$ cat src/rtl/fft_spectrum_buf_if.sv
// FFT output stream, display read port and frame status bundled for fft_spectrum_buf.
// Latency and flow control are set by the attached module; this file only declares the signals.
// hold_clr exists only when SPEC_PEAK_HOLD_EN is defined.
interface fft_spectrum_buf_if #(
    parameter int N_FFT = 256,
    parameter int MAG_W = 17
);
    localparam int AW = $clog2(N_FFT);

    logic             fft_en;
    logic             fft_data_valid;
    logic [31:0]      fft_data;
    logic             frame_lock;
`ifdef SPEC_PEAK_HOLD_EN
    logic             hold_clr;
`endif
    logic [AW-1:0]    rd_addr;
    logic [MAG_W-1:0] rd_data;
    logic             frame_done;
    logic             spec_valid;
    logic [AW-1:0]    peak_bin;
    logic [MAG_W-1:0] peak_mag;

    modport master (
`ifdef SPEC_PEAK_HOLD_EN
        output hold_clr,
`endif
        output fft_en, fft_data_valid, fft_data, frame_lock, rd_addr,
        input  rd_data, frame_done, spec_valid, peak_bin, peak_mag
    );

    modport slave (
`ifdef SPEC_PEAK_HOLD_EN
        input  hold_clr,
`endif
        input  fft_en, fft_data_valid, fft_data, frame_lock, rd_addr,
        output rd_data, frame_done, spec_valid, peak_bin, peak_mag
    );
endinterface

$ cat src/rtl/fft_spectrum_buf.sv
// Bin magnitude (max + min/2) into a bin-addressed spectrum RAM with per-frame peak tracking.
// Latency: sample to RAM write 3 cycles, frame_done one cycle after the last write; rd_data 1 cycle.
// No backpressure: every valid sample is consumed, gaps just leave bubbles. Optional SPEC_PEAK_HOLD_EN adds max-merge (+1 cycle).
module fft_spectrum_buf #(
    parameter int N_FFT   = 256,
    parameter int MAG_W   = 17,
    parameter int SKIP_DC = 1
) (
    input  logic              fft_clk,
    input  logic              rst_n,
    fft_spectrum_buf_if.slave bus
);
    localparam int AW = $clog2(N_FFT);
    localparam logic [AW-1:0] LAST_BIN = AW'(N_FFT - 1);

    typedef enum logic {IDLE, FILL} state_t;

    logic [MAG_W-1:0] mem [N_FFT];

    logic [AW-1:0]    bin;
    logic             acc;
    logic [15:0]      re, im, abs_re, abs_im;
    logic [16:0]      mag_sum;

    logic             s1_vld, s1_lock;
    logic [AW-1:0]    s1_bin;
    logic [15:0]      s1_ar, s1_ai;
    logic             s2_vld, s2_lock;
    logic [AW-1:0]    s2_bin;
    logic [15:0]      s2_mx, s2_mn;
    logic             s3_vld, s3_lock;
    logic [AW-1:0]    s3_bin;
    logic [MAG_W-1:0] s3_mag;

    // write-stage view: S3 directly, or the extra read-modify-write stage
    logic             w_vld, w_lock;
    logic [AW-1:0]    w_bin;
    logic [MAG_W-1:0] w_mag, wr_dat;

    state_t           state, state_nxt;
    logic             drop, drop_nxt;
    logic [AW-1:0]    pk_bin, pk_bin_nxt;
    logic [MAG_W-1:0] pk_mag, pk_mag_nxt;
    logic             start, act_drop, wr_en, last, commit;
    logic             commit_pend;

    logic             frame_done_r, spec_valid_r;
    logic [AW-1:0]    peak_bin_r;
    logic [MAG_W-1:0] peak_mag_r, rd_data_r;

    assign acc     = bus.fft_en & bus.fft_data_valid;
    assign re      = bus.fft_data[15:0];
    assign im      = bus.fft_data[31:16];
    // |-32768| lands on 0x8000, which is exactly 32768 read as unsigned
    assign abs_re  = re[15] ? (~re + 16'd1) : re;
    assign abs_im  = im[15] ? (~im + 16'd1) : im;
    assign mag_sum = {1'b0, s2_mx} + {2'b00, s2_mn[15:1]};

    // bin counter: advances per accepted sample, held at 0 while disabled
    always_ff @(posedge fft_clk or negedge rst_n) begin
        if (!rst_n)                   bin <= '0;
        else if (!bus.fft_en)         bin <= '0;
        else if (bus.fft_data_valid)  bin <= bin + 1'b1;
    end

    // three-stage magnitude pipeline; bin index and lock sample ride along
    always_ff @(posedge fft_clk or negedge rst_n) begin
        if (!rst_n) begin
            s1_vld <= 1'b0; s1_lock <= 1'b0; s1_bin <= '0; s1_ar <= '0; s1_ai <= '0;
            s2_vld <= 1'b0; s2_lock <= 1'b0; s2_bin <= '0; s2_mx <= '0; s2_mn <= '0;
            s3_vld <= 1'b0; s3_lock <= 1'b0; s3_bin <= '0; s3_mag <= '0;
        end else begin
            s1_vld <= acc;
            s2_vld <= s1_vld & bus.fft_en;
            s3_vld <= s2_vld & bus.fft_en;
            if (acc) begin
                s1_bin  <= bin;
                s1_lock <= bus.frame_lock;
                s1_ar   <= abs_re;
                s1_ai   <= abs_im;
            end
            if (s1_vld) begin
                s2_bin  <= s1_bin;
                s2_lock <= s1_lock;
                s2_mx   <= (s1_ar >= s1_ai) ? s1_ar : s1_ai;
                s2_mn   <= (s1_ar >= s1_ai) ? s1_ai : s1_ar;
            end
            if (s2_vld) begin
                s3_bin  <= s2_bin;
                s3_lock <= s2_lock;
                s3_mag  <= MAG_W'(mag_sum);
            end
        end
    end

`ifdef SPEC_PEAK_HOLD_EN
    logic             s4_vld, s4_lock;
    logic [AW-1:0]    s4_bin;
    logic [MAG_W-1:0] s4_mag, s4_old;
    logic             ovw, ovw_nxt, frame_ovw, frame_ovw_nxt, act_ovw;

    // extra stage carrying the sample while the old RAM word is fetched
    always_ff @(posedge fft_clk or negedge rst_n) begin
        if (!rst_n) begin
            s4_vld <= 1'b0; s4_lock <= 1'b0; s4_bin <= '0; s4_mag <= '0;
        end else begin
            s4_vld <= s3_vld & bus.fft_en;
            if (s3_vld) begin
                s4_bin  <= s3_bin;
                s4_lock <= s3_lock;
                s4_mag  <= s3_mag;
            end
        end
    end

    // second RAM read port for the merge; consecutive bins never collide
    always_ff @(posedge fft_clk) begin
        if (s3_vld) s4_old <= mem[s3_bin];
    end

    // overwrite request: set by reset or hold_clr, consumed by the next commit
    always_ff @(posedge fft_clk or negedge rst_n) begin
        if (!rst_n) begin
            ovw       <= 1'b1;
            frame_ovw <= 1'b1;
        end else begin
            ovw       <= ovw_nxt;
            frame_ovw <= frame_ovw_nxt;
        end
    end

    assign w_vld  = s4_vld;
    assign w_lock = s4_lock;
    assign w_bin  = s4_bin;
    assign w_mag  = s4_mag;
    assign wr_dat = (act_ovw || (s4_mag > s4_old)) ? s4_mag : s4_old;
`else
    assign w_vld  = s3_vld;
    assign w_lock = s3_lock;
    assign w_bin  = s3_bin;
    assign w_mag  = s3_mag;
    assign wr_dat = s3_mag;
`endif

    // frame FSM register plus running peak
    always_ff @(posedge fft_clk or negedge rst_n) begin
        if (!rst_n) begin
            state  <= IDLE;
            drop   <= 1'b0;
            pk_bin <= '0;
            pk_mag <= '0;
        end else begin
            state  <= state_nxt;
            drop   <= drop_nxt;
            pk_bin <= pk_bin_nxt;
            pk_mag <= pk_mag_nxt;
        end
    end

    // frame tracking at the write stage, so back-to-back frames hand over cleanly
    always_comb begin
        state_nxt  = state;
        drop_nxt   = drop;
        pk_bin_nxt = pk_bin;
        pk_mag_nxt = pk_mag;
        start      = 1'b0;
        act_drop   = drop;
        wr_en      = 1'b0;
        last       = 1'b0;
        commit     = 1'b0;
`ifdef SPEC_PEAK_HOLD_EN
        act_ovw       = frame_ovw;
        frame_ovw_nxt = frame_ovw;
        ovw_nxt       = ovw;
`endif
        if (!bus.fft_en) begin
            state_nxt = IDLE;
        end else if (w_vld) begin
            start = (w_bin == '0);
            if (start) begin
                act_drop = w_lock;
`ifdef SPEC_PEAK_HOLD_EN
                act_ovw       = ovw;
                frame_ovw_nxt = ovw;
`endif
            end
            if (start || state == FILL) begin
                wr_en  = ~act_drop;
                last   = (w_bin == LAST_BIN);
                commit = last & ~act_drop;
                if (wr_en) begin
                    if (start) begin
                        pk_bin_nxt = '0;
                        pk_mag_nxt = (SKIP_DC != 0) ? '0 : w_mag;
                    end else if (w_mag > pk_mag) begin
                        pk_bin_nxt = w_bin;
                        pk_mag_nxt = w_mag;
                    end
                end
            end
            case (state)
                IDLE: if (start) begin
                    state_nxt = FILL;
                    drop_nxt  = w_lock;
                end
                FILL: if (last) state_nxt = IDLE;
                default: state_nxt = IDLE;
            endcase
        end
`ifdef SPEC_PEAK_HOLD_EN
        if (bus.hold_clr)  ovw_nxt = 1'b1;
        else if (commit)   ovw_nxt = 1'b0;
`endif
    end

    // commit one cycle after the last write: pulse and publish the peak
    always_ff @(posedge fft_clk or negedge rst_n) begin
        if (!rst_n) begin
            commit_pend  <= 1'b0;
            frame_done_r <= 1'b0;
            spec_valid_r <= 1'b0;
            peak_bin_r   <= '0;
            peak_mag_r   <= '0;
        end else begin
            commit_pend  <= commit;
            frame_done_r <= commit_pend;
            if (commit_pend) begin
                spec_valid_r <= 1'b1;
                peak_bin_r   <= pk_bin;
                peak_mag_r   <= pk_mag;
            end
        end
    end

    // spectrum RAM write port, deliberately not reset
    always_ff @(posedge fft_clk) begin
        if (wr_en) mem[w_bin] <= wr_dat;
    end

    // registered display read; same-address write in this cycle yields the old word
    always_ff @(posedge fft_clk or negedge rst_n) begin
        if (!rst_n) rd_data_r <= '0;
        else        rd_data_r <= mem[bus.rd_addr];
    end

    assign bus.rd_data    = rd_data_r;
    assign bus.frame_done = frame_done_r;
    assign bus.spec_valid = spec_valid_r;
    assign bus.peak_bin   = peak_bin_r;
    assign bus.peak_mag   = peak_mag_r;
endmodule

$ cat src/flat_wrapper.sv
// flat-port wrapper written by rule: the top's interface ports become plain ports
module fft_spectrum_buf_flat 
#(
    parameter int N_FFT   = 256,
    parameter int MAG_W   = 17,
    parameter int SKIP_DC = 1
)
  (fft_clk, rst_n, bus_fft_en, bus_fft_data_valid, bus_fft_data, bus_frame_lock, bus_rd_addr, bus_rd_data, bus_frame_done, bus_spec_valid, bus_peak_bin, bus_peak_mag);
  fft_spectrum_buf_if #(.N_FFT(N_FFT), .MAG_W(MAG_W)) bus_i ();
  input  logic fft_clk;
  input  logic rst_n;
  input wire logic [$bits(bus_i.fft_en)-1:0] bus_fft_en;
  input wire logic [$bits(bus_i.fft_data_valid)-1:0] bus_fft_data_valid;
  input wire logic [$bits(bus_i.fft_data)-1:0] bus_fft_data;
  input wire logic [$bits(bus_i.frame_lock)-1:0] bus_frame_lock;
  input wire logic [$bits(bus_i.rd_addr)-1:0] bus_rd_addr;
  output wire logic [$bits(bus_i.rd_data)-1:0] bus_rd_data;
  output wire logic [$bits(bus_i.frame_done)-1:0] bus_frame_done;
  output wire logic [$bits(bus_i.spec_valid)-1:0] bus_spec_valid;
  output wire logic [$bits(bus_i.peak_bin)-1:0] bus_peak_bin;
  output wire logic [$bits(bus_i.peak_mag)-1:0] bus_peak_mag;
  assign bus_i.fft_en = bus_fft_en;
  assign bus_i.fft_data_valid = bus_fft_data_valid;
  assign bus_i.fft_data = bus_fft_data;
  assign bus_i.frame_lock = bus_frame_lock;
  assign bus_i.rd_addr = bus_rd_addr;
  assign bus_rd_data = bus_i.rd_data;
  assign bus_frame_done = bus_i.frame_done;
  assign bus_spec_valid = bus_i.spec_valid;
  assign bus_peak_bin = bus_i.peak_bin;
  assign bus_peak_mag = bus_i.peak_mag;
  fft_spectrum_buf #(.N_FFT(N_FFT), .MAG_W(MAG_W), .SKIP_DC(SKIP_DC)) u_core (.fft_clk(fft_clk), .rst_n(rst_n), .bus(bus_i));
endmodule
$ cat config.mk
export PLATFORM = sky130hd
export DESIGN_NAME = fft_spectrum_buf_flat
export DESIGN_NICKNAME = d
export VERILOG_FILES = /design/src/rtl/fft_spectrum_buf_if.sv /design/src/rtl/fft_spectrum_buf.sv /design/src/flat_wrapper.sv
export SDC_FILE = /design/constraint.sdc
export NUM_CORES = 2
export LEC_CHECK = 0
export BUFFER_PORTS_ARGS = -buffer_cell sky130_fd_sc_hd__buf_4
export CAP_MARGIN = 15
export CORE_ASPECT_RATIO = 0.6
export CORE_MARGIN = 4
export CORE_UTILIZATION = 65
export DETAILED_ROUTE_END_ITERATION = 16
export PLACE_DENSITY = 0.78
export SLEW_MARGIN = 10
export SYNTH_ARGS = -nofsm -noshare
export SYNTH_HDL_FRONTEND = slang
export SYNTH_MEMORY_MAX_BITS = 65536
export SYNTH_SLANG_ARGS = --single-unit
export TNS_END_PERCENT = 20
$ cat constraint.sdc
create_clock -name fft_clk -period 10.75 [get_ports fft_clk]
set_input_delay 1.6125 -clock fft_clk [delete_from_list [all_inputs] [get_ports fft_clk]]
set_output_delay 1.6125 -clock fft_clk [all_outputs]
set_load 0.03 [all_outputs]
==> run metrics <==
Sum Neg Setup Slack 0 ps; Area Growth Syn to Fin 11.0%; Finished Core Util 72.5%; Seq/Total Area, Yosys 77.6%; clock buffer count from CTS 384; Final Hold Vio Count 0; maxcap violations 0; ys async rst share 4.18%; largest net degree at the start of global routing 195; crit path capture type flop; PortBufs 88; # IOs 89; Core Footprint 0.267 sq mm; Hold Crit Class reg2reg; initial antenna violation count 26; crit start category primary input; Seq cells post-synth 4542; initial DRC count 16500; clk_lat worst skew 930 ps; period utilization 56.3%; placer congestion estimate 0.892; CTS resizes 0; initial core utilization 65.3%; Setup Slack @ Placement 4190 ps; cells after synthesis 8481; Worst VDD drop 0.000374 V; hold_buf cts 0; layout cells sized above 1 22.5%; DRT Wirelength 466000 microns; routed vias/inst 7.28; status complete, but fails checks; Num Clock Sinks 4542; EDFF count, synth 4352; maximum achievable frequency 0.165 GHz; commonest cells after routing, fill and taps aside edfxtp_1 (4352), mux4_2 (816), mux2i_1 (589); failing checks max-slew violations; final setup vio count 0; post-synthesis area per instance 20.6 sq um; GRT overflow 0; Die Wd 677 microns; FF-to-FF setup slack 5810 ps; Max transition margin -0.0203%; Synth Flop Type edfxtp_1; row cnt 147; crit path DAT 6810 ps; Max Root-Sink Buffers 4; Final #Nets 8959; post-CTS setup buffers 0; Routed WL per cell 36.5 microns; CP Max Fanout 134; PnR worst setup slack 4690 ps; min cycle time layout 6060 ps; Worst Skew 63.4 ps; DPL Wire Length 265000 microns; full die area 0.277 sq mm; Worst Hold Slack 481 ps; routed vias 92900; RSZ-0062 raised after global routing no; vias in the first global route 90700; total power 40.9 mW; die height 409 microns; Max Slew Vio Count 4; CTS HTree Levels 5; Synth Warn # 0; count of cell types in the netlist 60; pwr/cell area 211 mW/mm^2; first-pass detailed-route iteration total 6; Worst Path Required 11510 ps; worst slew pin tran 1500 ps; synthesized area 0.175 sq mm; root buffer cell clkbuf_16; Total GRT Usage 33.6%; WS Path Type in2reg; Remaining DRCs 0; Routed Antenna Nets 0; Pleak 63.1 nW; CTS tree done; Syn Nets 8578; first-pass GRT wire length 664000 microns; Clock Pin Slew Worst Setup and Hold Paths 70 ps; commonest non-fill, non-tap cell in the layout edfxtp_1
[power by group]
part	internal (mW)	total (mW)	switching (mW)
logic	0.866	4.37	3.51
clock network	7.66	13.9	6.26
registers	22.0	22.7	0.656
[registers in the layout, summed over array words and instances (netlist names), 15 cells and up]
| register | flops |
|---|---|
| u_core.bus.peak_mag | 17 |
| u_core.bus.rd_data | 17 |
| u_core.mem | 4352 |
| u_core.pk_mag | 17 |
| u_core.s1_ai | 16 |
| u_core.s1_ar | 16 |
| u_core.s2_mn | 15 |
| u_core.s2_mx | 16 |
| u_core.s3_mag | 17 |
[per-stage QoR]
step | instance area [sq um] | instances
final | 194000 | 12800
after CTS | 193000 | 12700
after floorplan | 175000 | 8481
after global routing | 194000 | 12800
after global placement | 181000 | 12000
after detailed placement | 181000 | 12000
[cell families after synthesis]
group           count (synthesis)  synth area share (%)
compound gates               1019                  4.03
xor+xnor                       41                 0.206
fa+ha+maj                      52                 0.377
buf+inv                       565                  1.42
flops                        4542                  77.6
mux                          1458                  14.2
simple gates                  804                  2.14
[final timing paths]
kind,startpoint,end,depth (start not counted)
min in group asynchronous,rst_n,u_core.s3_mag[11]$_DFFE_PN0P_,1
setup / recovery,bus_rd_addr[1],u_core.bus.rd_data[2]$_DFF_PN0_,8
hold reg to reg,u_core.bus.spec_valid$_DFFE_PN0P_,u_core.bus.spec_valid$_DFFE_PN0P_,1
setup reg to reg,u_core.s3_bin[7]$_DFFE_PN0P_,u_core.mem[91][11]$_DFFE_PP_,6
hold / removal,u_core.bus.spec_valid$_DFFE_PN0P_,u_core.bus.spec_valid$_DFFE_PN0P_,1
max in group asynchronous,rst_n,u_core.s3_mag[5]$_DFFE_PN0P_,2
[synth_stat cells, types with 6 or more instances]
master    count  area (sq um)
a211oi_1      7          52.6
a21o_1       11          82.6
a21oi_1     121           606
a221oi_1    102           893
a22o_1      170          1490
a22oi_1     102           766
a31oi_1      33           206
and2_1       11          68.8
buf_1        61           229
buf_2       111           556
buf_4        56           420
clkbuf_1    274          1030
dfrtp_1     190          4750
edfxtp_1   4352        131000
ha_1         51           638
inv_1        60           225
mux2_2       53           597
mux2i_1     589          5900
mux4_2      816         18400
nand2_1     137           514
nand2b_1     12          75.1
nand3_1      50           250
nand3b_1      7          52.6
nand4_1      44           275
nor2_1      317          1190
nor2b_1       8          50.1
nor3_1      121           606
nor4_1       69           432
o211ai_1     22           165
o21ai_0      94           470
o22ai_1     323          2020
o31ai_1       9          67.6
or4_1         6          45.0
xnor2_1      20           175
xor2_1       21           184
[layer usage]
layer / routed length [microns] / up-vias / part of all wire [%] / track usage [%]
met1: 169000 / 48100 / 36 / 49.4
met4: 14300 / 18 / 3.1 / 9.51
li1: - / 36100 / - / -
met3: 79400 / 927 / 17 / 14.2
met5: 126 / - / 0.027 / 0
met2: 203000 / 7735 / 44 / 47.0
[area by class of cell]
cell class	instances	area [sq um]
fill	14700	73600
timing repair buffer	499	4180
antenna	14	35.0
multi-input combinational	3374	37100
sequential	4542	136000
inverter	61	229
clock inverter	214	1940
tap	3576	4470
clock buffer	488	10400
[critical path, cell delays in order]
cell	delay [ps]
buf_8	440
buf_12	620
buf_4	920
mux4_2	470
a221oi_1	1110
o22ai_1	220
nor3_1	930
nor3_1	170
Note: power is estimated with default switching activity, not from simulation.
